--- config.mk ---
export PLATFORM = sky130hd
export DESIGN_NAME = gb_oam_dma
export DESIGN_NICKNAME = d
export VERILOG_FILES = /design/src/rtl/gb_oam_dma.sv
export SDC_FILE = /design/constraint.sdc
export NUM_CORES = 1
export LEC_CHECK = 0
export BUFFER_PORTS_ARGS = -buffer_cell sky130_fd_sc_hd__buf_4
export CAP_MARGIN = 20
export CORE_UTILIZATION = 48
export CTS_CLUSTER_DIAMETER = 60
export DETAILED_ROUTE_END_ITERATION = 8
export GPL_TIMING_DRIVEN = 0
export MAX_ROUTING_LAYER = met4
export PLACE_DENSITY = 0.8
export REMOVE_ABC_BUFFERS = 1
export SYNTH_ARGS = -nofsm -noshare
export SYNTH_HDL_FRONTEND = slang
export SYNTH_SLANG_ARGS = --single-unit
--- constraint.sdc ---
create_clock -name CLK -period 2 [get_ports CLK]
set_input_delay 0.3 -clock CLK [delete_from_list [all_inputs] [get_ports CLK]]
set_output_delay 0.3 -clock CLK [all_outputs]
set_load 0.02 [all_outputs]
--- src/rtl/gb_oam_dma.sv ---
// OAM DMA engine: a write to $FF46 copies OAM_BYTES bytes from page XX (echo pages remapped)
// into OAM, pacing one byte start every CYCLES_PER_BYTE cycles when the targets respond at once.
//
//   state | meaning
//   IDLE  | no transfer; waiting for a $FF46 write
//   DELAY | start-up delay before the first source read
//   READ  | source read request held until Ready and DataReady
//   WRITE | OAM write request held until OamReady
//   PACE  | wait for the byte period (measured from READ entry) to expire
module gb_oam_dma #(
  parameter int OAM_BYTES       = 160,
  parameter int START_DELAY     = 4,
  parameter int CYCLES_PER_BYTE = 4
) (
  input  logic        CLK,
  input  logic        RST,
  input  logic        RegWrite,
  input  logic [7:0]  RegData,
  output logic [7:0]  RegValue,
  output logic        Busy,
  output logic        SrcAccess,
  output logic [15:0] SrcAddress,
  input  logic [7:0]  SrcDToInitiator,
  input  logic        SrcReady,
  input  logic        SrcDataReady,
  output logic        OamAccess,
  output logic        OamWrite,
  output logic [7:0]  OamAddress,
  output logic [7:0]  OamDToTarget,
  input  logic        OamReady
);

  localparam logic [7:0] LAST_IDX   = 8'(OAM_BYTES - 1);
  localparam logic [7:0] DELAY_LOAD = 8'(START_DELAY - 1);
  localparam logic [7:0] PACE_LOAD  = 8'(CYCLES_PER_BYTE - 1);

  typedef enum logic [2:0] {IDLE, DELAY, READ, WRITE, PACE} state_t;

  state_t      state, stateNext;
  logic [7:0]  byteIdx;
  logic [7:0]  delayCnt;
  logic [7:0]  paceCnt;
  logic [7:0]  srcBase;
  logic [7:0]  dataLatch;
  logic [7:0]  regValue;
  logic        restartPend;

  logic        startDelay;
  logic        enterRead;
  logic        incIdx;
  logic        latchData;

  // Pages $E0-$FF are the echo of WRAM $C0-$DF.
  function automatic logic [7:0] srcPage(input logic [7:0] d);
    return (d >= 8'hE0) ? d - 8'h20 : d;
  endfunction

  always_comb begin
    stateNext  = state;
    startDelay = 1'b0;
    enterRead  = 1'b0;
    incIdx     = 1'b0;
    latchData  = 1'b0;
    case (state)
      IDLE: begin
        if (RegWrite) begin
          stateNext  = DELAY;
          startDelay = 1'b1;
        end
      end
      DELAY: begin
        if (RegWrite) begin
          startDelay = 1'b1;
        end else if (delayCnt == 8'd0) begin
          stateNext = READ;
          enterRead = 1'b1;
        end
      end
      READ: begin
        if (SrcReady && SrcDataReady) begin
          latchData = 1'b1;
          if (restartPend || RegWrite) begin
            stateNext  = DELAY;
            startDelay = 1'b1;
          end else begin
            stateNext = WRITE;
          end
        end
      end
      WRITE: begin
        if (OamReady) begin
          if (restartPend || RegWrite) begin
            stateNext  = DELAY;
            startDelay = 1'b1;
          end else if (byteIdx == LAST_IDX) begin
            stateNext = IDLE;
          end else begin
            stateNext = PACE;
            incIdx    = 1'b1;
          end
        end
      end
      PACE: begin
        if (RegWrite) begin
          stateNext  = DELAY;
          startDelay = 1'b1;
        end else if (paceCnt == 8'd0) begin
          stateNext = READ;
          enterRead = 1'b1;
        end
      end
      default: stateNext = IDLE;
    endcase
  end

  always_ff @(posedge CLK or posedge RST) begin
    if (RST) begin
      state       <= IDLE;
      byteIdx     <= 8'd0;
      delayCnt    <= 8'd0;
      paceCnt     <= 8'd0;
      srcBase     <= 8'd0;
      dataLatch   <= 8'd0;
      regValue    <= 8'd0;
      restartPend <= 1'b0;
    end else begin
      state <= stateNext;
      if (RegWrite) regValue <= RegData;
      // A restart resolved from a pending flag picks up the most recent $FF46 value.
      if (startDelay) begin
        byteIdx  <= 8'd0;
        delayCnt <= DELAY_LOAD;
        srcBase  <= srcPage(RegWrite ? RegData : regValue);
      end else begin
        if (incIdx) byteIdx <= byteIdx + 8'd1;
        if (delayCnt != 8'd0) delayCnt <= delayCnt - 8'd1;
      end
      if (startDelay) restartPend <= 1'b0;
      else if (RegWrite && (state == READ || state == WRITE)) restartPend <= 1'b1;
      if (enterRead) paceCnt <= PACE_LOAD;
      else if (paceCnt != 8'd0) paceCnt <= paceCnt - 8'd1;
      if (latchData) dataLatch <= SrcDToInitiator;
    end
  end

  assign RegValue     = regValue;
  assign Busy         = (state != IDLE);
  assign SrcAccess    = (state == READ);
  assign SrcAddress   = SrcAccess ? {srcBase, byteIdx} : 16'h0000;
  assign OamAccess    = (state == WRITE);
  assign OamWrite     = OamAccess;
  assign OamAddress   = OamAccess ? byteIdx : 8'h00;
  assign OamDToTarget = OamAccess ? dataLatch : 8'h00;

endmodule

==> results of run 1 <==
==> flip-flops by register name (all words and copies together), names as in the netlist <==
register     flops
restartPend      1
srcBase          8
delayCnt         8
RegValue         8
byteIdx          8
paceCnt          8
state            3
dataLatch        8
==> metrics by stage <==
step,total power [mW],utilization (%),TNS [ps],worst slack (ps)
final,4.990,67.48,-647.2,-106.2
after global routing,5.290,67.48,-1745,-152.5
after CTS,4.614,64.61,-224.4,-64.04
after detailed placement,3.570,59.26,-17090,-646.6
after global placement,3.476,58.90,-27600,-608.6
after floorplan,2.976,-,-2692,-322.7
==> worst max-delay path, delay by kind of cell, from the launching register on <==
family          cells  cell delay, ps
mux                 1             300
simple gates        3             830
compound gates      1             210
flops               1             420
fa+ha+maj           1             130
buf+inv             1             100
==> layout make-up <==
class / instances / area (um^2) / area share, %
repair buffers: 89 / 685.7 / 18.34
clock inverters: 3 / 42.54 / 1.138
inverters: 12 / 48.80 / 1.305
well taps: 72 / 90.09 / 2.410
flip-flops and latches: 52 / 1306 / 34.94
multi-input cells: 188 / 1484 / 39.69
clock buffers: 5 / 68.82 / 1.841
repair inverters: 2 / 12.51 / 0.3347
==> power by group <==
group	switching [mW]	internal, mW	total [mW]
Clock	0.342	0.370	0.712
Combinational	1.31	1.24	2.55
Sequential	0.304	1.42	1.73
==> logic make-up after synthesis <==
group | Yosys count | synth area share (%)
flip-flops | 52 | 47.12
AND/OR/NAND/NOR | 114 | 22.07
XOR/XNOR | 21 | 6.660
buffers and inverters | 27 | 4.395
adder cells (fa/ha/maj) | 6 | 2.719
AO/OA/AOI/OAI | 20 | 6.072
multiplexers | 27 | 10.97
==> how the worst max path moves through the flow <==
stage / from / endpoint / slack [ps] / cells past startpoint
after CTS: paceCnt[0] / state[1] / -60 / 7
after global routing: paceCnt[0] / state[1] / -150 / 7
final: paceCnt[0] / state[1] / -110 / 7
after global placement: state[1] / byteIdx[7] / -610 / 7
after detailed placement: state[1] / byteIdx[7] / -650 / 7
after floorplan: state[1] / byteIdx[7] / -320 / 7
==> per-layer routing <==
layer | routed length (um) | track usage (%) | vias to the layer above
met2 | 3455 | 39.29 | 53
met5 | 0 | - | -
met4 | 194 | 8.113 | 0
li1 | - | - | 1068
met3 | 225 | 2.706 | 19
met1 | 2597 | 24.35 | 1131
==> synthesized netlist by cell type, drive strengths merged, types with 4 or more instances <==
library cell   n  area [um^2]
dfrtp         52         1301
nor2          32        120.1
mux2          23        262.8
and3          18        113.9
and2          15        93.84
nand2         13        48.80
inv           12        45.04
xnor2         11        96.34
xor2          10        87.58
buf            8        50.04
nand3          8        40.04
or3            8        61.31
clkbuf         7        26.28
nor3           7        35.03
o21ai          7        35.03
ha             6        75.07
a21oi          4        20.02
mux2i          4        40.04
nand2b         4        25.02
==> what timing repair did <==
action | in CTS | in global routing
gates cloned | 2 | 0
setup endpoints to repair | 76 | 34
pin swaps | 4 | 14
setup buffers | 14 | 10
gates resized for setup | 22 | 23
endpoints found under the hold margin | 0 | 0
==> run summary, run 1 <==
Status: complete, but fails checks
Failing checks: setup timing
Top-Level Pins: 66
Slowest cell on crit path: dfrtp_1
Commonest non-fill, non-tap cell in the layout: buf_4
Most frequent cells in the layout: 85 x buf_4, 50 x dfrtp_1, 25 x nor2_1, 22 x mux2_2, 17 x and3_1
Setup Skew: 9.369 ps
Max Slew Vio Count: 0
Static Leakage: 1.775 nW
Setup Viol. Count Final: 9
Initial antenna violation count: 0
Finished layout cell area: 3739 um^2
RR Endpoint: state[1]
Gr usage total: 21.70%
Slew HR: 67.46%
Area Growth Syn to Fin: 35.39%
Starting Density: 49.84%
Sequential share of the synthesized area: 47.12%
Number of synthesized flops with an enable pin: 0
CTS clk-pin slew, worst paths: 90 ps
Row Count: 27
Drt wl/cell: 15.30 um
Number of non-filler instances in the completed layout: 423
Max stage delay on crit path: 420 ps
Core ar.: 5540 um^2
Pin slew with the least headroom to its limit: 487.3 ps
Post-route antenna net violation count: 0
Routed wire length: 6.473 mm
CP Data Arrival Time: 2300 ps
Pwr/cell area: 1335 nW/um^2
Port-buffer cells: 65
Drt pass-1 iters: 4
Final worst path period share: 105.3%
CP Data Required Time: 2190 ps
Post-Synthesis Cell Area: 2761 um^2
Hold Vio Cnt, Final: 0
CTS tree: yes
# fillers: 393
CP Capture Type: register
FF-to-FF Start: paceCnt[0]
Vias per Instance: 5.369
Hold WC Path Type: input pin to asynchronous set/reset pin
Clk root buf: clkbuf_8
Largest net degree at the start of global routing: 32
Cts hold-fix bufs: 0
H-tree depth: 2
Cell Chain, Critical Path: inv_2 > ha_4 > or3b_4 > or3_4 > a32oi_2 > nand2b_1 > mux2_4
Critical-path maximum fanout: 3
Tmin final: 2106 ps
YS warnings: 0
Share of cells above drive strength 1: 46.15%
DRC: 0
Synth cell types: 41
Cells after synthesis: 267
Grt total ovfl: 0
Average size of a mapped cell: 10.34 um^2
RSZ-0062 raised after global routing: true
Via count: 2271
Max Cap Violations: 0
Net count, final: 378
Post-synth ARST share: 100.0%
Setup Crit Path Kind: register to register
Vias in the first global route: 2181
Number of buffers created by CTS: 5
Clk buf depth: 2
Post-detail-place hpwl: 3.811 mm
Die Area: 6060 um^2
Final worst setup slack: -106.2 ps
Die width: 77.85 um
Setup crit start kind: register
Cell count after placement: 390
Die H: 77.85 um
Iter 0 DRT Violations: 139
Hold slack: 15.02 ps
Worst-Skew Late Latency: 310 ps
Max frequency: 474.8 MHz
Cell Area, Placed: 3283 um^2
# diodes: 0
Main synth FF type: dfrtp_1
Worst r2r path cells: 7
R2r setup slk: -110 ps
Peak VDD IR: 736.5 uV
First-pass GRT wire length: 9.922 mm
RePlAce Congestion: 0.8307
Post-synthesis register bit count: 52
Sink Count: 52
No activity file was read; power rests on OpenSTA's default activity.
==> inputs of run 2 (changes only) <==
--- a/config.mk
+++ b/config.mk
@@ -13,7 +13,6 @@
 export GPL_TIMING_DRIVEN = 0
 export MAX_ROUTING_LAYER = met4
 export PLACE_DENSITY = 0.8
-export REMOVE_ABC_BUFFERS = 1
 export SYNTH_ARGS = -nofsm -noshare
 export SYNTH_HDL_FRONTEND = slang
 export SYNTH_SLANG_ARGS = --single-unit
==> run 2 against run 1 <==
Compared with the run above:
- the run still ends with setup timing left
- critical path depth unchanged
- clock-buffer cell count increased by 1
- total power decreased by 7.4%
- setup slack improved by 12 ps
- die area unchanged
- sequential cell count unchanged
- critical endpoint unchanged
==> run summary, run 2 (synthesis results as in run 1) <==
Status: complete, but fails checks
Failing checks: setup timing
Pin slew with the least headroom to its limit: 527.8 ps
Setup Skew: 8.789 ps
Cts hold-fix bufs: 0
Slowest cell on crit path: dfrtp_1
CP Capture Type: register
Die H: 77.85 um
Most frequent cells in the layout: 81 x buf_4, 52 x dfrtp_1, 31 x nor2_1, 22 x mux2_2, 17 x and3_1
Starting Density: 49.84%
Share of cells above drive strength 1: 41.88%
Post-route antenna net violation count: 0
R2r setup slk: -90 ps
Iter 0 DRT Violations: 162
CTS clk-pin slew, worst paths: 100 ps
Setup crit start kind: register
RR Endpoint: state[1]
Sink Count: 52
Setup Crit Path Kind: register to register
# fillers: 451
Critical-path maximum fanout: 3
Area Growth Syn to Fin: 31.35%
Peak VDD IR: 738.6 uV
Mapped Nets: 295
Max frequency: 477.5 MHz
CTS tree: yes
Grt total ovfl: 0
Max Slew Vio Count: 0
Vias in the first global route: 2030
Initial antenna violation count: 0
Max Cap Violations: 0
First-pass GRT wire length: 9.459 mm
Clk buf depth: 2
Pre-CTS setup slack: -221.2 ps
Commonest non-fill, non-tap cell in the layout: buf_4
Int Power: 2.834 mW
# diodes: 0
Routed wire length: 6.105 mm
CP Data Required Time: 2200 ps
Number of non-filler instances in the completed layout: 423
Die width: 77.85 um
FF-to-FF Start: paceCnt[0]
Gr usage total: 20.70%
RSZ-0062 raised after global routing: true
Hold slack: 26.43 ps
Tot Pwr: 4.621 mW
Vias per Instance: 5.213
Worst-Skew Late Latency: 310 ps
Finished layout cell area: 3627 um^2
Tmin final: 2094 ps
Cell Area, Placed: 3352 um^2
Switch Pwr: 1.786 mW
CP Data Arrival Time: 2300 ps
Final worst path period share: 104.7%
Core ar.: 5540 um^2
Post-Route Utilization: 65.47%
Net count, final: 378
Comb pwr share: 50.2%
Via count: 2205
Max stage delay on crit path: 400 ps
Slew HR: 64.76%
Port-buffer cells: 64
Number of buffers created by CTS: 5
Drt wl/cell: 14.43 um
Post-detail-place hpwl: 4.091 mm
Hold WC Path Type: input pin to asynchronous set/reset pin
Switching Share: 38.66%
Static Leakage: 1.785 nW
Top-Level Pins: 66
Pwr/cell area: 1274 nW/um^2
Clk root buf: clkbuf_8
Cell count after placement: 404
Setup TNS: -125.6 ps
Die Area: 6060 um^2
Drt pass-1 iters: 4
Row Count: 27
Hold Vio Cnt, Final: 0
Clock power share: 13.7%
RePlAce Congestion: 0.9081
DRC: 0
Worst r2r path cells: 7
Final worst setup slack: -94.34 ps
Reg power frac: 36.1%
Setup Viol. Count Final: 2
H-tree depth: 2
Cell Chain, Critical Path: inv_2 > ha_4 > or3b_4 > or3_4 > a32oi_2 > nand2b_1 > mux2_4
Largest net degree at the start of global routing: 30
==> run 2: worst max-delay path by stage <==
stage               cells past startpoint        start          end
finish                                  7   paceCnt[0]     state[1]
global route                            7   paceCnt[1]     state[1]
CTS                                     8   paceCnt[0]     state[1]
detailed placement                      7  delayCnt[0]   paceCnt[4]
global placement                        2          RST  delayCnt[2]
floorplan                               8   paceCnt[0]     state[1]
==> run 2: metal layers <==
metal | global-route usage, % | share of wire (%) | vias up
li1 | - | - | 1068
met1 | 25.78 | 43 | 1056
met2 | 34.34 | 51 | 77
met3 | 3.647 | 4.8 | 4
met4 | 6.415 | 1.0 | 0
met5 | - | 0 | -
==> run 2: worst max-delay path: cells and delay by family, from the launching register on <==
kind | cells | cell delay [ps]
adder cells (fa/ha/maj) | 1 | 130
AO/OA/AOI/OAI | 1 | 220
buffers and inverters | 1 | 90
AND/OR/NAND/NOR | 3 | 850
flip-flops | 1 | 400
multiplexers | 1 | 310
==> run 2: timing repair <==
action	CTS	global route
pin swaps	3	3
endpoints found under the hold margin	0	0
endpoints found under the setup margin	59	54
resized for setup	16	17
buffers inserted	8	6
==> run 2: layout make-up <==
cell class	instances	area, um^2	share of cell area [%]
clock inverters	2	15.01	0.4139
well taps	72	90.09	2.484
inverters	12	45.04	1.242
plain buffers	12	73.82	2.035
multi-input cells	188	1401	38.63
repair buffers	79	618.1	17.04
clock buffers	6	82.58	2.277
flip-flops and latches	52	1301	35.87
==> run 2: power groups by stage <==
stage / Combinational [mW] / Sequential, mW / Clock, mW
after floorplan: 1.43 / 1.63 / 0
after global placement: 1.91 / 1.65 / 0
after detailed placement: 1.97 / 1.67 / 0
after CTS: 2.13 / 1.65 / 0.638
after global routing: 2.52 / 1.71 / 0.685
final: 2.32 / 1.67 / 0.633
==> inputs of run 3 (changes only) <==
==> constraint.sdc (replaced) <==
create_clock -name CLK -period 2 [get_ports CLK]
set_input_delay 0.1 -clock CLK [delete_from_list [all_inputs] [get_ports CLK]]
set_output_delay 0.1 -clock CLK [all_outputs]
set_load 0.02 [all_outputs]
==> run 3 against run 2 <==
Compared with the run above:
- the flow still finishes with violations (setup timing)
- non-clock buffer count is 2 lower
- global-route usage down 0.052 points
- cell area down 0.52%
- largest cell class unchanged
- largest power group unchanged
==> run summary, run 3 (synthesis results as in run 1) <==
Drt wl/cell: 14.57 um
Setup Crit Path Kind: register to register
Clock power share: 14.0%
Comb pwr share: 49.5%
Pwr/cell area: 1265 nW/um^2
FF-to-FF Start: paceCnt[0]
Starting Density: 49.84%
Hold Crit Endpoint: dataLatch[5]
Switching Share: 38.99%
First-pass GRT wire length: 9.446 mm
Kind of cell adding the most delay to the critical path: simple AND/OR/NAND/NOR gates
Max Cap Violations: 0
Via count: 2231
Vias in the first global route: 2040
Post-route antenna net violation count: 0
Switch Pwr: 1.780 mW
Peak VDD IR: 735.1 uV
Most frequent cells in the layout: 75 x buf_4, 52 x dfrtp_1, 31 x nor2_1, 22 x mux2_2, 17 x and3_1
CP Data Required Time: 2200 ps
Sink Count: 52
Net count, final: 376
Slew HR: 65.04%
Cell Chain, Critical Path: inv_2 > ha_4 > or3b_4 > or3_4 > a32oi_2 > nand2b_1 > mux2_4
Gr usage total: 20.64%
Vias per Instance: 5.299
Pin slew with the least headroom to its limit: 523.6 ps
Largest net degree at the start of global routing: 30
Number of buffers created by CTS: 5
CP Capture Type: register
Hold WC Path Type: input pin to register
Max stage delay on crit path: 400 ps
Setup crit start kind: register
CP Data Arrival Time: 2290 ps
Final worst setup slack: -89.40 ps
Reg power frac: 36.5%
Grt total ovfl: 0
Final worst path period share: 104.5%
Die H: 77.85 um
RSZ-0062 raised after global routing: true
Share of cells above drive strength 1: 41.26%
Die Area: 6060 um^2
Failing checks: setup timing
Hold slack: 16.72 ps
Setup Viol. Count Final: 2
Bufs and invs on worst path: 1
Worst r2r path cells: 7
Static Leakage: 1.764 nW
Top-Level Pins: 66
Row Count: 27
Commonest non-fill, non-tap cell in the layout: buf_4
Routed wire length: 6.134 mm
Max frequency: 478.6 MHz
Tot Pwr: 4.565 mW
Core ar.: 5540 um^2
Status: complete, but fails checks
Clk root buf: clkbuf_8
RePlAce Congestion: 0.9081
Initial antenna violation count: 0
Clk buf depth: 2
Mapped Nets: 295
CTS tree: yes
Setup Skew: 7.516 ps
Int Power: 2.785 mW
Port-buffer cells: 64
Max Slew Vio Count: 0
CTS clk-pin slew, worst paths: 100 ps
R2r setup slk: -90 ps
Drt pass-1 iters: 4
Tmin final: 2089 ps
Hold Vio Cnt, Final: 0
Die width: 77.85 um
Area Growth Syn to Fin: 30.68%
DRC: 0
Worst-Skew Late Latency: 310 ps
Post-detail-place hpwl: 4.091 mm
Iter 0 DRT Violations: 133
H-tree depth: 2
Hold Crit Depth: 2
# diodes: 0
Slowest cell on crit path: dfrtp_1
Critical-path maximum fanout: 3
RR Endpoint: state[1]
Hold_sp: SrcDToInitiator[5]
run 3: power by group through the flow:
stage          Sequential, mW  Clock (mW)  Combinational (mW)
2_1_floorplan            1.63           0                1.43
3_3_place_gp             1.65           0                1.91
6_report                 1.67       0.640                2.26
5_1_grt                  1.71       0.688                2.46
3_5_place_dp             1.67           0                1.97
4_1_cts                  1.65       0.638                2.09
run 3: final cells by class:
cell class                 count  area [um^2]
multi-input combinational    188         1399
timing repair buffer          76        598.1
inverter                      12        47.55
clock buffer                   6        82.58
buffer                        13        75.07
tap                           72        90.09
fill                         454         1932
sequential                    52         1301
clock inverter                 2        15.01
run 3: worst max-delay path by stage:
stage	startpoint	endpoint	slack, ps	depth (start not counted)
2_1_floorplan	paceCnt[0]	state[1]	-70	8
3_3_place_gp	delayCnt[0]	paceCnt[7]	-180	7
3_5_place_dp	delayCnt[0]	paceCnt[4]	-220	7
4_1_cts	paceCnt[0]	state[1]	-130	8
5_1_grt	paceCnt[1]	state[1]	-130	7
6_report	paceCnt[0]	state[1]	-90	7
run 3: what timing repair did:
action	4_1_cts	5_1_grt
pin swaps	3	2
buffers inserted	7	3
resized for setup	11	20
hold endpoints to repair	23	0
hold buffers	1	0
endpoints found under the setup margin	47	47
run 3: worst register-to-register path, delay by kind of cell, from the launching register on:
family                     cells  cell delay [ps]
and+or+nand+nor                3              850
DFF                            1              400
muxes                          1              310
AOI/OAI and AO/OA              1              210
adders and majority gates      1              130
buffers and inverters          1               90
run 3: routing by layer:
metal	vias to the layer above	share of wire [%]	track usage, %
li1	1063	-	-
met1	1087	43	25.63
met2	69	51	34.07
met3	12	4.9	3.765
met4	0	1.3	6.792
met5	-	0	-
run 3: through the flow:
stage,TNS (ps),std cells,instance area [um^2],utilization (%),setup slack [ps]
after global placement,-5053,403,3332,60.14,-175.2
after CTS,-396.9,419,3538,63.87,-133.9
after floorplan,-73.16,267,2761,-,-73.16
final,-124.0,421,3608,65.13,-89.40
after global routing,-671.8,421,3608,65.13,-131.4
after detailed placement,-4182,404,3352,60.50,-221.2
